## config.mk

```make
export PLATFORM = sky130hd
export DESIGN_NAME = operand_loader
export DESIGN_NICKNAME = d
export VERILOG_FILES = /design/src/rtl/operand_loader.sv
export SDC_FILE = /design/constraint.sdc
export NUM_CORES = 1
export LEC_CHECK = 0
export CORE_MARGIN = 5
export CORE_UTILIZATION = 45
export CTS_CLUSTER_SIZE = 28
export DETAILED_ROUTE_END_ITERATION = 12
export PLACE_DENSITY = 0.76
export RECOVER_POWER = 50
export SYNTH_ARGS = -nofsm -noshare
export SYNTH_HDL_FRONTEND = slang
export SYNTH_SLANG_ARGS = --single-unit
```

## constraint.sdc

```tcl
create_clock -name clk -period 2.3 [get_ports clk]
set_input_delay 0.46 -clock clk [delete_from_list [all_inputs] [get_ports clk]]
set_output_delay 0.46 -clock clk [all_outputs]
set_load 0.02 [all_outputs]
```

## src/rtl/operand_loader.sv

```systemverilog
// Operand loader: captures operand A (with mode) then operand B and presents the pair with a valid/ready handshake.
// Optional FP16_CANON_EN macro canonicalises float-mode operands (zero/subnormal flush, NaN quieting) at capture.
module operand_loader #(
    parameter logic [31:0] TIMEOUT = 32'd100_000_000
) (
    input  logic        clk,
    input  logic        rst_n,
    input  logic [15:0] in_data,
    input  logic        in_load,
    input  logic [1:0]  in_mode,
    input  logic        in_clear,
    input  logic        out_ready,
    output logic [15:0] out_num1,
    output logic [15:0] out_num2,
    output logic [1:0]  out_mode,
    output logic        out_valid,
    output logic        busy,
    output logic        timeout,
    output logic        overrun
);

    typedef enum logic [1:0] {IDLE, WAIT_B, VALID} state_t;

    state_t      state, state_nx;
    logic [15:0] num1_nx, num2_nx;
    logic [1:0]  mode_nx;
    logic [31:0] cnt, cnt_nx;
    logic        timeout_nx, overrun_nx;
    logic [15:0] cap_a, cap_b;

`ifdef FP16_CANON_EN
    function automatic logic [15:0] canon(input logic [15:0] d, input logic is_float);
        if (is_float && d[14:10] == 5'd0)
            return {d[15], 15'b0};
        else if (is_float && d[14:10] == 5'h1F && d[9:0] != 10'd0)
            return 16'h7E00;
        else
            return d;
    endfunction

    // A uses the mode arriving with it; B uses the mode already latched with A.
    assign cap_a = canon(in_data, in_mode[1]);
    assign cap_b = canon(in_data, out_mode[1]);
`else
    assign cap_a = in_data;
    assign cap_b = in_data;
`endif

    assign out_valid = (state == VALID);
    assign busy      = (state != IDLE);

    always_comb begin
        state_nx   = state;
        num1_nx    = out_num1;
        num2_nx    = out_num2;
        mode_nx    = out_mode;
        cnt_nx     = cnt;
        timeout_nx = 1'b0;
        overrun_nx = overrun;
        if (in_clear) begin
            state_nx   = IDLE;
            cnt_nx     = '0;
            overrun_nx = 1'b0;
        end else begin
            case (state)
                IDLE: begin
                    if (in_load) begin
                        num1_nx  = cap_a;
                        mode_nx  = in_mode;
                        cnt_nx   = '0;
                        state_nx = WAIT_B;
                    end
                end
                WAIT_B: begin
                    // A load on the expiry cycle takes precedence over the timeout.
                    if (in_load) begin
                        num2_nx  = cap_b;
                        state_nx = VALID;
                    end else if (TIMEOUT != 32'd0 && cnt == TIMEOUT - 32'd1) begin
                        state_nx   = IDLE;
                        timeout_nx = 1'b1;
                    end else if (cnt != '1) begin
                        cnt_nx = cnt + 32'd1;
                    end
                end
                VALID: begin
                    if (out_ready) begin
                        if (in_load) begin
                            num1_nx  = cap_a;
                            mode_nx  = in_mode;
                            cnt_nx   = '0;
                            state_nx = WAIT_B;
                        end else begin
                            state_nx = IDLE;
                        end
                    end else if (in_load) begin
                        overrun_nx = 1'b1;
                    end
                end
                default: state_nx = IDLE;
            endcase
        end
    end

    always_ff @(posedge clk) begin
        if (!rst_n) begin
            state    <= IDLE;
            out_num1 <= '0;
            out_num2 <= '0;
            out_mode <= '0;
            cnt      <= '0;
            timeout  <= 1'b0;
            overrun  <= 1'b0;
        end else begin
            state    <= state_nx;
            out_num1 <= num1_nx;
            out_num2 <= num2_nx;
            out_mode <= mode_nx;
            cnt      <= cnt_nx;
            timeout  <= timeout_nx;
            overrun  <= overrun_nx;
        end
    end

endmodule

```

* Word-level counts from Yosys, hierarchy flattened
Cells that the tools add are included.
** Word-level totals
- Flip-flop bits (word level) :: 70
- Output and inout bits :: 38
- Logic and storage cells :: 52
** Cells by class
- Add/sub/neg operators :: 1
- Equality and inequality tests :: 10
- Mux-type cells :: 19
- Bitwise gates (word level) :: 4
- Reductions and logical operators :: 11
** Operators with widths (count)
- 32-bit 2-to-1 mux :: 5
- 32-bit case mux with 3 select lines :: 1
- 32-bit by 1-bit adder with 32-bit output (second input constant) :: 1
- 32-bit by 27-bit == test with 1-bit output (second input constant) :: 1
- 16-bit 2-to-1 mux :: 2
- 32-bit inequality test (second input constant) :: 1
- 16-bit case mux with 2 select lines :: 1
- 2-bit 2-to-1 mux :: 6
- 3-bit AND reduction :: 4
- 2-bit inequality test (second input constant) :: 5
- 2-bit case mux with 3 select lines :: 1
- 5-bit AND reduction :: 1
- 1-bit NOT :: 4
- 2-bit case mux with 2 select lines :: 1
- 2-bit nonzero test :: 2
- 4-bit OR reduction :: 1
- 3-bit inequality test (second input constant) :: 1
- 3-bit nonzero test :: 1
- 2-bit by 1-bit == test with 1-bit output (second input constant) :: 1
- 2-bit == test (second input constant) :: 1
- 2-bit logical NOT :: 1
- 1-bit 2-to-1 mux :: 2
- 2-bit OR reduction :: 1

* Logic depth before layout (Yosys ltp)
- Depth after elaboration :: 5
- Mapped depth :: 9
- Gate-level depth less buffers :: 7

* Least setup slack after synthesis
No wires, ideal clock.
- Path kind :: flip-flop to flip-flop
- Start point :: register cnt[0]
- End point :: register cnt[6]
- Setup time :: 73 ps
- Arrival :: 2080 ps
- Required time :: 2227 ps
- Setup slack :: 147 ps
- Cell stages (with the launch flop) :: 10
- Buffers on the path :: 2
- Clock period less this slack :: 2153 ps
- Cell sequence :: dfxtp_1 -> ha_1 -> nand4_2 -> or3_4 -> o41ai_4 -> or2_1 -> buf_6 -> buf_6 -> a21oi_2 -> o22ai_2
** Between the ends
- Cells in the longest elaborated chain, start to end :: 5
- Elaborated cells on any way between the ends :: 10
- Those cells by class :: 1 x add/sub; 4 x eq/ne; 4 x mux; 1 x reduce/logical
** Ends and longest elaborated chain
- from (decl) :: line 27 : logic [31:0] cnt, cnt_nx;
- from (signal assigned) :: line 119 : cnt <= cnt_nx;
- 32-bit by 1-bit adder with 32-bit output :: line 83 : cnt_nx = cnt + 32'd1;
- 32-bit 2-to-1 mux :: line 82 : end else if (cnt != '1) begin
- 32-bit 2-to-1 mux :: line 79 : end else if (TIMEOUT != 32'd0 && cnt == TIMEOUT - 32'd1) begin
- 32-bit 2-to-1 mux :: line 76 : if (in_load) begin
- 32-bit case mux with 3 select lines :: line 65 : case (state)
Parallel ways exist; a longest one is shown, timed or not. The select of a mux whose other input is x is not followed.
A chain may end at the register's enable or synchronous reset.

* Worst setup path after layout
- Start point :: register cnt[20]
- End point :: register cnt[11]
** Between the ends
- Cells in the longest elaborated chain, start to end :: 3
- Elaborated cells on any way between the ends :: 5
- Those cells by class :: 4 x eq/ne; 1 x reduce/logical
** Ends and longest elaborated chain (line)
- 32-bit inequality test or 32-bit by 27-bit == test with 1-bit output (tied branches) :: 82, 79
- 2-bit inequality test (no source line)
- 5-bit AND reduction (no source line) *
Every way passes the cells marked *; elsewhere a longest branch is shown, timed or not.

==> results.py <==
metrics = {
    "placement": {
        "gp_congestion": 0.954,
        "dp_slack_ns": -0.301,
        "io_buffers": 60,
        "dp_hpwl_um": 6830,
        "dp.cells": 599,
    },
    "logic_synthesis": {
        "postSynthCellCount": 420,
        "synthesis.area_mm2": 0.00342,
        "async_flop_share": 0,
        "synth_top_cell_by_area": "dfxtp_1",
        "ys_top_cells_by_area": "dfxtp_1 41%, nand2_1 11%, a21boi_0 7.7%",
        "syn-num-nets": 444,
        "yosys.area.top_type_share": 0.410,
        "yosysUniqueCellTypes": 57,
        "synth-edff-count": 0,
        "yosysSeqAreaShare": 0.410,
        "synthFlopType": "dfxtp_1",
        "syn_area_per_cell_um2": 8.14,
        "ys.warnings.count": 0,
        "ys_seq_elements": 70,
    },
    "cts": {
        "h-tree-depth": 3,
        "cts.sinks": 70,
        "root_buffer": "clkbuf_8",
        "clkTransAtPathRegs_ns": 0.08,
        "ctsHoldBuffers": 0,
        "cts_buffers": 9,
        "cts_buffer_depth": 2,
        "cts_tree": "built",
        "worstSkewPairLatency_ns": 0.35,
    },
    "drt": {
        "drt_first_pass_iters": 5,
        "drc": 0,
        "routedWlPerCell_um": 15.6,
        "drtIter0Drc": 189,
        "avgViaCountPerCell": 5.66,
        "ant_nets": 0,
        "vias": 3481,
        "routed_wl_um": 9580,
    },
    "floorplan": {
        "dieHeight_um": 97.2,
        "core.rowCount": 31,
        "pin_count": 61,
        "core-area_mm2": 0.00733,
        "die_w_um": 97.2,
        "start_util": 0.466,
        "dieArea_mm2": 0.00944,
    },
    "timing": {
        "finalCritPeriodShare": 0.967,
        "fin_setup_tns_ns": 0,
        "rsz0062_at_grt": "false",
        "tightest_slew_ns": 0.975,
        "fmax_mhz": 450,
        "relSlewSlack": 0.350,
        "fin_hold_ws_ns": 0.460,
        "setup_ws_ns": 0.0759,
        "post-route-min-period_ns": 2.22,
        "finalHoldViolations": 0,
        "clock_skew_ns": 0.00859,
        "drv_slew": 0,
        "setup_viol": 0,
    },
    "min_path": {
        "hold-path-endpoint": "out_num1[3]",
        "min_path_type": "reg -> reg",
        "hp-start": "out_num1[3]",
        "hold_depth": 2,
    },
    "setup_path": {
        "r2r_setup_slack_ns": 0.08,
        "timing.rr.end": "cnt[11]",
        "critPathRequiredTime_ns": 2.58,
        "worstPathMaxFanout": 12,
        "crit_type": "reg -> reg",
        "end_kind": "flip-flop",
        "start_kind": "flip-flop",
        "worstPathArrival_ns": 2.50,
        "reg2reg_depth": 8,
        "crit_start": "cnt[20]",
        "r2r_start": "cnt[20]",
    },
    "cells_and_area": {
        "nFillCells": 603,
        "final_cells": 615,
        "area_growth_pct": 34.8,
        "drive_gt1_frac": 0.171,
        "fin_nets": 535,
        "diodes": 0,
    },
    "global_route": {
        "grt_pass1_wl_um": 15900,
        "grt_max_degree": 30,
        "grt_overflow": 0,
        "track_usage": 0.202,
        "antenna_found_initial": 0,
        "grt_pass1_vias": 3348,
    },
    "run": {
        "max_cap_viol_count": 0,
    },
    "pwr": {
        "p_per_area_mw_per_mm2": 579,
        "vdd_drop_max_mv": 0.467,
        "p_leak_nw": 1.70,
    },
    "status": {
        "status": "finished clean",
    },
}
-- logic make-up (layout without fill, tap and decap cells) --
logic type,count (synthesis),in the layout,share of synthesized area
compound gates,103,103,0.213
buf+inv,24,120,0.0414
mux,2,2,0.00586
flops,70,70,0.410
simple gates,219,219,0.324
xor+xnor,1,1,0.00256
fa+ha+maj,1,1,0.00366
-- what timing repair did --
item | 4_1_cts | 5_1_grt
endpoints found under the hold margin | 0 | 0
setup endpoints to repair | 1 | 14
buffers inserted | 0 | 0
resized for setup | 1 | 12
-- worst max-delay path: stages, from the launching register on --
cell,delay [ns]
dfxtp_1,0.43
nand3_2,0.24
or3_4,0.46
o41ai_4,0.31
buf_4,0.18
nor2_1,0.04
buf_4,0.18
nand4_1,0.13
mux2i_1,0.18
-- per-stage QoR --
stage | util | power [W] | cell area [µm²]
finish | 0.629 | 0.00267 | 4610
detailed placement | 0.592 | 0.00155 | 4340
floorplan | - | 0.00142 | 3420
global placement | 0.592 | 0.00155 | 4340
global route | 0.629 | 0.00277 | 4610
CTS | 0.624 | 0.00270 | 4570
-- cell usage after synthesis, types with 4 or more instances --
| cell type | n |
|---|---|
| a21boi_0 | 35 |
| nor2_1 | 23 |
| nor4_1 | 7 |
| nand2b_1 | 4 |
| dfxtp_1 | 70 |
| or3_1 | 5 |
| nand4_1 | 11 |
| nand3_1 | 10 |
| and4_1 | 4 |
| or4_1 | 9 |
| nand2_1 | 104 |
| inv_1 | 5 |
| a311oi_1 | 4 |
| a21oi_1 | 21 |
| nor3_1 | 12 |
| o21ai_0 | 12 |
| buf_6 | 5 |
| a31o_2 | 4 |
| o21ai_1 | 7 |
| clkbuf_1 | 11 |
-- where the power goes --
part           internal [W]  switching, W  total [W]  leakage [nW]
logic              0.000131      0.000149   0.000279          1.01
registers           0.00123     0.0000103    0.00124         0.569
clock network      0.000624      0.000523    0.00115         0.111
total               0.00199      0.000682    0.00267          1.70
-- state kept, by name, indices dropped and copies added, names as in the netlist --
register,flops
timeout,1
cnt,32
out_mode,2
out_num2,16
out_num1,16
state,2
overrun,1
-- per-layer routing --
layer,global-route usage,share of wire,vias up
li1,-,-,1684
met1,0.243,0.42,1644
met2,0.320,0.46,136
met3,0.0919,0.10,17
met4,0.0713,0.018,0
met5,0,0,-
-- how the worst max path moves through the flow --
stage	end	slack, ns	cells after the start
2_1_floorplan	cnt[6]	0.15	9
3_3_place_gp	cnt[13]	-0.23	6
3_5_place_dp	cnt[21]	-0.30	7
4_1_cts	cnt[15]	0.03	9
5_1_grt	cnt[11]	0.007	8
6_report	cnt[11]	0.08	8
-- layout make-up --
| type | count | area [µm²] | share of cell area |
|---|---|---|---|
| multi-input combinational | 326 | 1910 | 0.415 |
| sequential | 70 | 1410 | 0.306 |
| timing repair buffer | 99 | 918 | 0.199 |
| clock buffer | 9 | 124 | 0.0269 |
| tap | 99 | 124 | 0.0269 |
| clock inverter | 7 | 103 | 0.0223 |
| inverter | 5 | 18.8 | 0.00407 |
-- cell usage in the layout, fill, tap and decap left out, types with 10 or more instances in the layout --
| master | n |
|---|---|
| nand3_1 | 10 |
| nor3_1 | 12 |
| a21boi_0 | 34 |
| clkdlybuf4s50_1 | 26 |
| o21ai_0 | 12 |
| buf_4 | 36 |
| nand2_1 | 104 |
| a21oi_1 | 21 |
| nor2_1 | 23 |
| dfxtp_1 | 64 |
| dlygate4sd3_1 | 34 |
| nand4_1 | 11 |
No activity file was read; power rests on OpenSTA's default activity.
